<file path="src/rtl/puf_eval_controller.sv">
// Multi-vote evaluation controller for a parallel PUF array: runs VOTES settle/run
// cycles per request, majority-votes each response bit and reports stability or timeout.
module puf_eval_controller #(
  parameter int CHANNELS = 8,
  parameter int CHAL_W   = 8,
  parameter int EN_W     = 32,
  parameter int VOTES    = 5,
  parameter int SETTLE   = 4,
  parameter int TIMEOUT  = 1024
) (
  input  logic                clock,
  input  logic                computer_reset_n,
  input  logic                req_valid,
  output logic                req_ready,
  input  logic [CHAL_W-1:0]   req_challenge,
  input  logic [EN_W-1:0]     req_enable,
  output logic                rsp_valid,
  input  logic                rsp_ready,
  output logic [CHANNELS-1:0] rsp_data,
  output logic [CHANNELS-1:0] rsp_stable,
  output logic                rsp_timeout,
  output logic                puf_reset,
  output logic [EN_W-1:0]     puf_enable,
  output logic [CHAL_W-1:0]   puf_challenge,
  input  logic [CHANNELS-1:0] puf_out,
  input  logic [CHANNELS-1:0] puf_done
);

  localparam int CW = $clog2(VOTES + 1);
  localparam int TW = $clog2(TIMEOUT + SETTLE + 1);
  localparam logic [TW-1:0] SETTLE_LAST  = TW'(SETTLE - 1);
  localparam logic [TW-1:0] TIMEOUT_LAST = TW'(TIMEOUT - 1);
  localparam logic [CW-1:0] VOTES_C      = CW'(VOTES);
  localparam logic [CW-1:0] HALF_C       = CW'(VOTES / 2);

  typedef enum logic [2:0] {
    IDLE,
    CLEAR,
    RUN,
    SAMPLE,
    RESP
  } state_t;

  state_t state, next_state;

  logic [CHANNELS-1:0] out_s1, out_s2, done_s1, done_s2;
  logic                all_done;
  logic [TW-1:0]       timer;
  logic [CW-1:0]       eval_idx;
  logic [CW-1:0]       vote_cnt [CHANNELS];
  logic [EN_W-1:0]     enable_lat;
  logic                timed_out;
  logic                ready_en;
  logic                accept;
  logic                run_timeout;
  logic                last_eval;
  logic [CHANNELS-1:0] voted, unanimous;

  // The array is asynchronous to us; both response and done go through two flops.
  always_ff @(posedge clock) begin
    if (!computer_reset_n) begin
      out_s1  <= '0;
      out_s2  <= '0;
      done_s1 <= '0;
      done_s2 <= '0;
    end else begin
      out_s1  <= puf_out;
      out_s2  <= out_s1;
      done_s1 <= puf_done;
      done_s2 <= done_s1;
    end
  end

  assign all_done    = &done_s2;
  assign req_ready   = (state == IDLE) && ready_en;
  assign accept      = req_valid && req_ready;
  assign run_timeout = (state == RUN) && !all_done && (timer == TIMEOUT_LAST);
  assign last_eval   = ((eval_idx + CW'(1)) == VOTES_C);

  always_comb begin
    voted     = '0;
    unanimous = '0;
    for (int i = 0; i < CHANNELS; i++) begin
      voted[i]     = vote_cnt[i] > HALF_C;
      unanimous[i] = (vote_cnt[i] == '0) || (vote_cnt[i] == VOTES_C);
    end
  end

  always_ff @(posedge clock) begin
    if (!computer_reset_n) state <= IDLE;
    else                   state <= next_state;
  end

  // Done is checked before timeout so a late-but-complete evaluation still counts.
  always_comb begin
    next_state = state;
    case (state)
      IDLE:    if (accept) next_state = CLEAR;
      CLEAR:   if (timer == SETTLE_LAST) next_state = RUN;
      RUN: begin
        if (all_done)                   next_state = SAMPLE;
        else if (timer == TIMEOUT_LAST) next_state = RESP;
      end
      SAMPLE:  next_state = last_eval ? RESP : CLEAR;
      RESP:    if (rsp_valid && rsp_ready) next_state = IDLE;
      default: next_state = IDLE;
    endcase
  end

  always_ff @(posedge clock) begin
    if (!computer_reset_n) begin
      ready_en      <= 1'b0;
      timer         <= '0;
      eval_idx      <= '0;
      enable_lat    <= '0;
      timed_out     <= 1'b0;
      puf_reset     <= 1'b1;
      puf_enable    <= '0;
      puf_challenge <= '0;
      rsp_valid     <= 1'b0;
      rsp_data      <= '0;
      rsp_stable    <= '0;
      rsp_timeout   <= 1'b0;
      for (int i = 0; i < CHANNELS; i++) vote_cnt[i] <= '0;
    end else begin
      ready_en   <= 1'b1;
      puf_reset  <= (next_state != RUN);
      puf_enable <= (next_state == RUN) ? enable_lat : '0;

      if ((state != next_state) || !((state == CLEAR) || (state == RUN)))
        timer <= '0;
      else
        timer <= timer + TW'(1);

      if (accept) begin
        puf_challenge <= req_challenge;
        enable_lat    <= req_enable;
        eval_idx      <= '0;
        timed_out     <= 1'b0;
        for (int i = 0; i < CHANNELS; i++) vote_cnt[i] <= '0;
      end

      if (state == SAMPLE) begin
        eval_idx <= eval_idx + CW'(1);
        for (int i = 0; i < CHANNELS; i++)
          if (out_s2[i] && (vote_cnt[i] != VOTES_C))
            vote_cnt[i] <= vote_cnt[i] + CW'(1);
      end

      if (run_timeout) timed_out <= 1'b1;

      // Response is loaded once on the first RESP cycle and then frozen until taken.
      if (state == RESP) begin
        if (!rsp_valid) begin
          rsp_valid   <= 1'b1;
          rsp_data    <= timed_out ? '0 : voted;
          rsp_stable  <= timed_out ? '0 : unanimous;
          rsp_timeout <= timed_out;
        end else if (rsp_ready) begin
          rsp_valid <= 1'b0;
        end
      end
    end
  end

endmodule

</file>
<file path="config.mk">
export PLATFORM = sky130hd
export DESIGN_NAME = puf_eval_controller
export DESIGN_NICKNAME = d
export VERILOG_FILES = /design/src/rtl/puf_eval_controller.sv
export SDC_FILE = /design/constraint.sdc
export NUM_CORES = 1
export LEC_CHECK = 0
export ABC_AREA = 1
export CORE_MARGIN = 1.5
export CORE_UTILIZATION = 41
export DETAILED_ROUTE_END_ITERATION = 10
export PLACE_DENSITY_LB_ADDON = 0.05
export SLEW_MARGIN = 20
export SYNTH_ARGS = -nofsm -noshare
export SYNTH_HDL_FRONTEND = slang
export SYNTH_SLANG_ARGS = --single-unit
export TNS_END_PERCENT = 100
</file>
<file path="constraint.sdc">
create_clock -name clock -period 1.6 [get_ports clock]
set_clock_uncertainty 0.05 [all_clocks]
set_input_delay 0.48 -clock clock [delete_from_list [all_inputs] [get_ports clock]]
set_output_delay 0.48 -clock clock [all_outputs]
set_load 0.1 [all_outputs]
</file>
==> flow_summary.toml, run 1 <==
[sta]
setup_viol = 37
hold_viol_final = 0
max_freq_mhz = 559
grt_setup_unrepaired = "true"
whs_ps = 266
period_share_pct = 112
fin_ws_ps = -190
slew_headroom_pct = 75.1
period_minus_slack_ps = 1790
finalMaxSlewViolations = 0
worst_pin_slew_ps = 373

[synth]
syn_inst = 704
synth_flop_cell = "dfxtp_1"
synth-simple-area-share_pct = 17.5
synth_edf_count = 21
synth_compound_area_share_pct = 8.95
synth_xor_area_share_pct = 1.74
synthMuxAreaShare_pct = 0
synth_seq_cells = 166
syn_area_per_cell_um2 = 9.31
ys_async_sr_fraction_pct = 0
synth.net_count = 799
synth-seq-area-share_pct = 53.9
synth_area_um2 = 6560
synth_fa_ha_area_share_pct = 6.68
yosysUniqueCellTypes = 37
yosysTopAreaCell = "dfxtp_1"
yosys_warnings = 0
synth_top_area_share_pct = 44.3
synth_area_leaders = "dfxtp_1 (44%), edfxtp_1 (9.6%), inv_1 (8.7%)"
synth_top_family_by_area = "simple AND/OR/NAND/NOR gates"

[floorplanning]
num_rows = 46
core_um2 = 15800
die-area_um2 = 16800
start_util_pct = 41.6
die_h_um = 129
io_pins = 120
die_w_um = 129

[setup_path]
cp.required_ps = 1070
startpoint_type = "flip-flop"
reg2reg_slack_ps = -110
reg2reg_depth = 11
worstPathArrival_ps = 1260
reg2reg_from = "state[2]"
path_class = "flip-flop to primary output"
cp-end-kind = "primary output"
r2r-end = "puf_enable[18]"
crit_path_max_fanout = 2

[placement]
dp_hpwl_um = 9580
port_buffers = 119
placedInstanceArea_um2 = 8800
dp.cells = 1052
gp_congestion = 0.743
place_ws_ps = -447

[routing]
viasPerCell = 4.45
drc = 0
drt_wl_total_um = 13800
drt_iter0_markers = 124
first_pass_iters = 4
num_vias = 4941
detail-route-antenna-nets = 0
wire_per_inst_um = 12.4

[global_route]
grt_start_max_net_pins = 41
overflow = 0
grt_pass1_wl_um = 23100
grt_pass1_vias = 4965
antenna_found_initial = 0
grtUsageTotal_pct = 17.7

[power]
p_sw_share_pct = 22.9
seq_power_share_pct = 47.9
p_leak_nw = 4.28
p_sw_mw = 2.10
p_int_mw = 7.08
pwr-share-comb_pct = 7.7
p_per_area_nw_per_um2 = 927
pwr-share-clk_pct = 44.3
irDropWorstVdd_uv = 774

[clocking]
cts.sinks = 166
clk_path_buf_depth = 2
h-tree-depth = 4
clk_pin_slew_ps = 60
cts_buffers = 17
root_buffer = "clkbuf_16"
cts_tree = "yes"
ctsHoldBuffers = 0
clkLatencyLatePin_ps = 410

[final_layout]
drive_gt1_share_pct = 27.6
antenna_cells = 0
area_growth_pct = 50.9
finalInstanceArea_um2 = 9900
final_nets = 977
final_core_util_pct = 62.8
mostFrequentLayoutCells = "inv_1 (150), dfxtp_1 (132), nand2_1 (76)"
fin_cells = 1111
mostFrequentLayoutCell = "inv_1"

[status]
outcome = "complete, but fails checks"
violations = "setup timing"

[hold_path]
hold_path_class = "input pin to flip-flop"
hold_end = "ready_en"
holdCritStartpoint = "computer_reset_n"
worstHoldPathCells = 1

[run]
maxCapViolCount = 0
-- kinds of logic after synthesis --
group                      Yosys count
xor gates and xnor gates            13
buffers and inverters              179
AOI/OAI and AO/OA                   93
adders and majority gates           35
DFF                                166
and+or+nand+nor                    218
-- per-stage QoR --
stage          total power [mW]  setup TNS, ps
2_1_floorplan              4.85              0
3_3_place_gp               5.15         -35010
3_5_place_dp               5.17         -40430
4_1_cts                    9.28          -2670
5_1_grt                    9.56          -6010
6_report                   9.18          -3220
-- critical path, stage by stage (launching register included) --
cell	delay [ps]
dfxtp_4	360
nor2_4	110
and3_4	210
buf_12	170
-- Yosys cell counts, types with 3 or more instances --
cell type,number
buf_12,3
nand2_1,87
o21bai_1,7
o21ai_0,20
dfxtp_1,145
xnor2_1,10
nand3_2,5
nand3_1,8
o22ai_1,32
buf_2,7
xor2_1,3
a21oi_1,10
edfxtp_1,21
nor2_1,68
nor2_4,30
clkbuf_1,10
nand4_1,10
inv_1,152
ha_1,35
inv_2,5
a22oi_1,16
-- power groups by stage --
stage / logic (mW) / clock network (mW) / registers [mW]
final: 0.710 / 4.07 / 4.40
after global routing: 0.787 / 4.36 / 4.41
after CTS: 0.699 / 4.18 / 4.40
after detailed placement: 0.675 / 0 / 4.50
after global placement: 0.661 / 0 / 4.49
after floorplan: 0.302 / 0 / 4.55
-- repair_timing --
action | CTS | global route
gates resized for setup | 31 | 44
gates cloned | 4 | 0
setup endpoints to repair | 74 | 119
pin swaps | 7 | 14
setup buffers | 11 | 15
-- routing by layer --
layer	global-route usage [%]	vias to the layer above	wire length, um
met1	20.2	2288	5720
met2	31.9	91	7320
met3	4.79	19	554
met4	6.47	0	231
met5	0	-	0
li1	-	2543	-
-- registers in the layout (all words and copies together), names as in the netlist --
| register | cells |
|---|---|
| puf_enable | 32 |
| rsp_valid | 1 |
| rsp_data | 8 |
| timer | 11 |
| done_s1 | 8 |
| vote_cnt | 24 |
| puf_reset | 1 |
| out_s1 | 8 |
| timed_out | 1 |
| rsp_timeout | 1 |
| out_s2 | 8 |
| enable_lat | 32 |
| done_s2 | 8 |
| ready_en | 1 |
| state | 3 |
| puf_challenge | 8 |
| eval_idx | 3 |
| rsp_stable | 8 |
-- worst max-delay path by stage --
| stage | depth (start not counted) | start | to | slack [ps] |
|---|---|---|---|---|
| global placement | 5 | req_valid | vote_cnt[1][2] | -380 |
| global route | 3 | state[0] | req_ready | -250 |
| CTS | 3 | state[0] | req_ready | -220 |
| finish | 3 | state[0] | req_ready | -190 |
| floorplan | 6 | state[1] | vote_cnt[0][6] | 20 |
| detailed placement | 5 | req_valid | vote_cnt[1][11] | -450 |
-- final cells by class --
type,instances,area (um^2)
clock buffer,20,458
inverter,157,594
sequential,166,3560
timing repair buffer,181,2430
clock inverter,12,139
multi-input combinational,359,2450
fill,1300,5870
tap,216,270
Power figures use the tool's default switching activity.
==> inputs of run 2 (changes only) <==
CAP_MARGIN = 0   (was default)
MAX_ROUTING_LAYER = met4   (was default)
==> flow_summary.toml, run 2 (synthesis results as in run 1) <==
[hold_path]
hold_end = "ready_en"
worstHoldPathCells = 1
holdCritStartpoint = "computer_reset_n"
hold_path_class = "input pin to flip-flop"

[sta]
whs_ps = 268
period_minus_slack_ps = 1790
slew_headroom_pct = 75.2
max_freq_mhz = 559
period_share_pct = 112
hold_viol_final = 0
grt_setup_unrepaired = "true"
setup_viol = 37
fin_ws_ps = -190
finalMaxSlewViolations = 0
worst_pin_slew_ps = 372

[clocking]
h-tree-depth = 4
cts_buffers = 17
clk_path_buf_depth = 2
clkLatencyLatePin_ps = 410
cts_tree = "yes"
clk_pin_slew_ps = 60
root_buffer = "clkbuf_16"
cts.sinks = 166

[routing]
met3RoutedLength_um = 487
drt_iter0_markers = 135
wl_met2_um = 7320
viasPerCell = 4.44
met1Wirelength_um = 5790
drc = 0
drt_wl_total_um = 13800
num_vias = 4936
detail-route-antenna-nets = 0
first_pass_iters = 4
top_layer_used = "met4"
wire_per_inst_um = 12.4

[final_layout]
fin_cells = 1111
final_nets = 977
reg_top3 = "enable_lat x32, puf_enable x32, vote_cnt x24"
mostFrequentLayoutCell = "inv_1"
antenna_cells = 0
mostFrequentLayoutCells = "inv_1 (150), dfxtp_1 (132), nand2_1 (76)"
area_growth_pct = 50.9
fillers = 1299
drive_gt1_share_pct = 27.6

[floorplanning]
die_w_um = 129
die-area_um2 = 16800
die_h_um = 129
core_um2 = 15800
num_rows = 46
io_pins = 120
start_util_pct = 41.6

[power]
seq_power_share_pct = 47.9
p_leak_nw = 4.28
p_int_mw = 7.08
p_sw_share_pct = 22.8
p_per_area_nw_per_um2 = 927
irDropWorstVdd_uv = 774
pwr-share-clk_pct = 44.3
p_sw_mw = 2.10
pwr-share-comb_pct = 7.7

[placement]
port_buffers = 119
dp_hpwl_um = 9580
place_ws_ps = -447
dp.cells = 1052
gp_congestion = 0.752

[setup_path]
startpoint_type = "flip-flop"
reg2reg_slack_ps = -120
cp_cell_sequence = "nor2_4 > and3_4 > buf_12"
reg2reg_depth = 11
worstPathArrival_ps = 1260
cp-end-kind = "primary output"
crit_path_max_fanout = 2
worst_path_largest_cell_delay_ps = 360
r2r-end = "puf_enable[18]"
slowest_stage = "dfxtp_4"
path_class = "flip-flop to primary output"
cp.required_ps = 1070
reg2reg_from = "state[2]"

[status]
outcome = "complete, but fails checks"
violations = "setup timing"

[global_route]
grtUsageTotal_pct = 18.3
antenna_found_initial = 0
grt_start_max_net_pins = 41
grt_pass1_vias = 4982
grt_pass1_wl_um = 23100
overflow = 0

[run]
maxCapViolCount = 0
[run 2: worst max-delay path by stage]
stage | from | end | slack [ps] | cells past startpoint
floorplan | state[1] | vote_cnt[0][6] | 20 | 6
global placement | req_valid | vote_cnt[1][2] | -380 | 5
detailed placement | req_valid | vote_cnt[1][11] | -450 | 5
CTS | state[0] | req_ready | -220 | 3
global route | state[0] | req_ready | -250 | 3
finish | state[0] | req_ready | -190 | 3
[run 2: final cells by class]
cell class / count / area (um^2) / share of cell area, %
sequential: 166 / 3560 / 35.9
tap: 216 / 270 / 2.73
multi-input combinational: 359 / 2450 / 24.8
inverter: 157 / 594 / 6.00
timing repair buffer: 181 / 2430 / 24.5
clock buffer: 20 / 458 / 4.63
clock inverter: 12 / 139 / 1.40
[run 2: worst max-delay path: cells and delay by family, from the launching register on]
family / cells / cell delay [ps]
simple gates: 2 / 320
flops: 1 / 360
buf+inv: 1 / 170
[run 2: per-layer routing]
metal / GRT usage, % / vias to the layer above
met3: 4.34 / 15
met4: 6.47 / 0
met5: - / -
met2: 32.1 / 91
met1: 20.2 / 2288
li1: - / 2542
[run 2: repair_timing]
| action | 4_1_cts | 5_1_grt |
|---|---|---|
| cloned | 4 | 0 |
| pin swaps | 7 | 15 |
| buffers inserted | 11 | 15 |
| hold buffers | 0 | 0 |
| hold endpoints to repair | 0 | 0 |
| endpoints found under the setup margin | 74 | 119 |
| resized for setup | 31 | 44 |
[run 2: metrics by stage]
step	utilization [%]	setup TNS (ps)	cell area, um^2	power [mW]
floorplan	-	0	6570	4.85
global placement	55.8	-35010	8800	5.15
detailed placement	55.8	-40430	8800	5.17
CTS	61.6	-2670	9710	9.28
global route	62.8	-6010	9900	9.56
finish	62.8	-3340	9900	9.18
[run 2: power by group through the flow]
stage / Clock [mW] / Sequential (mW) / Combinational, mW
final: 4.07 / 4.40 / 0.710
after detailed placement: 0 / 4.50 / 0.675
after CTS: 4.18 / 4.40 / 0.699
after global routing: 4.36 / 4.41 / 0.786
after global placement: 0 / 4.49 / 0.661
after floorplan: 0 / 4.55 / 0.302
==> inputs of run 3 (changes only) <==
SLEW_MARGIN = 0   (was 20)
clock period = 1.5 ns   (was 1.6 ns; I/O delays follow)
==> flow_summary.toml, run 3 (synthesis results as in run 1) <==
[setup_path]
cp-end-kind = "primary output"
startpoint_type = "flip-flop"
cp.required_ps = 1000
path_class = "flip-flop to primary output"
crit_path_max_fanout = 2
worstPathArrival_ps = 1240
reg2reg_slack_ps = -150

[final_layout]
reg_top3 = "enable_lat x32, puf_enable x32, vote_cnt x24"
fin_cells = 1135
drive_gt1_share_pct = 36.2
mostFrequentLayoutCells = "inv_1 (148), dfxtp_1 (98), buf_12 (72)"
area_growth_pct = 60.8
mostFrequentLayoutCell = "inv_1"
antenna_cells = 0
final_nets = 1003

[floorplanning]
num_rows = 46
start_util_pct = 41.6
die_h_um = 129
io_pins = 120
core_um2 = 15800
die_w_um = 129
die-area_um2 = 16800

[routing]
drt_wl_total_um = 14900
viasPerCell = 4.48
num_vias = 5087
wire_per_inst_um = 13.1
first_pass_iters = 4
drc = 0
detail-route-antenna-nets = 0
drt_iter0_markers = 208

[placement]
dp_hpwl_um = 9410
dp.cells = 1065
place_ws_ps = -439
gp_congestion = 0.757
port_buffers = 119

[global_route]
antenna_found_initial = 0
overflow = 0
grt_pass1_wl_um = 22600
grt_start_max_net_pins = 41
grtUsageTotal_pct = 17.9
grt_pass1_vias = 4898

[power]
seq_power_share_pct = 47.6
p_leak_nw = 4.52
p_sw_mw = 2.20
p_int_mw = 7.64
p_sw_share_pct = 22.4
pwr-share-comb_pct = 9.0
irDropWorstVdd_uv = 794
p_per_area_nw_per_um2 = 934
pwr-share-clk_pct = 43.3

[sta]
whs_ps = 275
period_minus_slack_ps = 1740
slew_headroom_pct = 75.4
setup_viol = 112
finalMaxSlewViolations = 0
hold_viol_final = 0
fin_ws_ps = -240
worst_pin_slew_ps = 367
period_share_pct = 116
max_freq_mhz = 575
grt_setup_unrepaired = "true"

[clocking]
cts_tree = "yes"
clk_path_buf_depth = 2
root_buffer = "clkbuf_16"
clk_pin_slew_ps = 60
cts.sinks = 166
clkLatencyLatePin_ps = 420
h-tree-depth = 4
cts_buffers = 17
ctsHoldBuffers = 0

[hold_path]
hold_path_class = "input pin to flip-flop"

[status]
violations = "setup timing"
outcome = "complete, but fails checks"

[run]
maxCapViolCount = 0
==> run 3: changes by cell type in the layout (fill, tap and decap cells not counted), sizes merged <==
cell,previous run,this run
clkinv,2,3
clkbuf,21,28
inv,162,160
buf,122,143
clkinvlp,3,1
bufinv,2,1
==> run 3: stage by stage <==
step | utilization (%) | area, um^2 | setup TNS, ps | total power, mW
2_1_floorplan | - | 6630 | 0 | 5.18
3_3_place_gp | 57.2 | 9020 | -40100 | 5.51
3_5_place_dp | 57.2 | 9020 | -42330 | 5.53
4_1_cts | 63.2 | 9970 | -5910 | 9.83
5_1_grt | 66.9 | 10500 | -17760 | 10.2
6_report | 66.9 | 10500 | -9820 | 9.85
==> run 3: power groups by stage <==
stage               clock, mW  sequential [mW]  combinational, mW
floorplan                   0             4.85              0.331
global route             4.56             4.70              0.968
finish                   4.27             4.69              0.891
CTS                      4.37             4.69              0.767
detailed placement          0             4.79              0.737
global placement            0             4.79              0.722
==> run 3: per-layer routing <==
layer	vias up	share of wire, %	GRT usage (%)
li1	2598	-	-
met3	19	4.3	3.96
met2	121	49	29.4
met4	0	1.7	7.45
met5	-	0	-
met1	2349	45	21.3
==> run 3: worst max-delay path, cell delays in order, from the launching register on <==
cell and delay, ps:
dfxtp_4 350, nor2_4 100, and3_4 200, buf_12 170
==> run 3: layout make-up <==
cell class	instances	area, um^2
fill	1218	5230
sequential	166	3610
timing repair buffer	206	2760
multi-input combinational	359	2700
inverter	157	608
clock buffer	23	520
tap	216	270
clock inverter	7	65.1
timing repair inverter	1	8.76
==> run 3: final timing paths <==
kind              cells after the start        endpoint        startpoint
setup / recovery                      3       req_ready          state[1]
hold / removal                        1        ready_en  computer_reset_n
setup reg to reg                     11  puf_enable[18]       eval_idx[1]
hold reg to reg                       2      done_s2[5]        done_s1[5]
==> run 3: repair_timing <==
| action | 4_1_cts | 5_1_grt |
|---|---|---|
| resized for setup | 72 | 98 |
| setup endpoints to repair | 100 | 146 |
| pin swaps | 17 | 19 |
| hold endpoints to repair | 0 | 0 |
| buffers inserted | 16 | 19 |
| cloned | 3 | 5 |
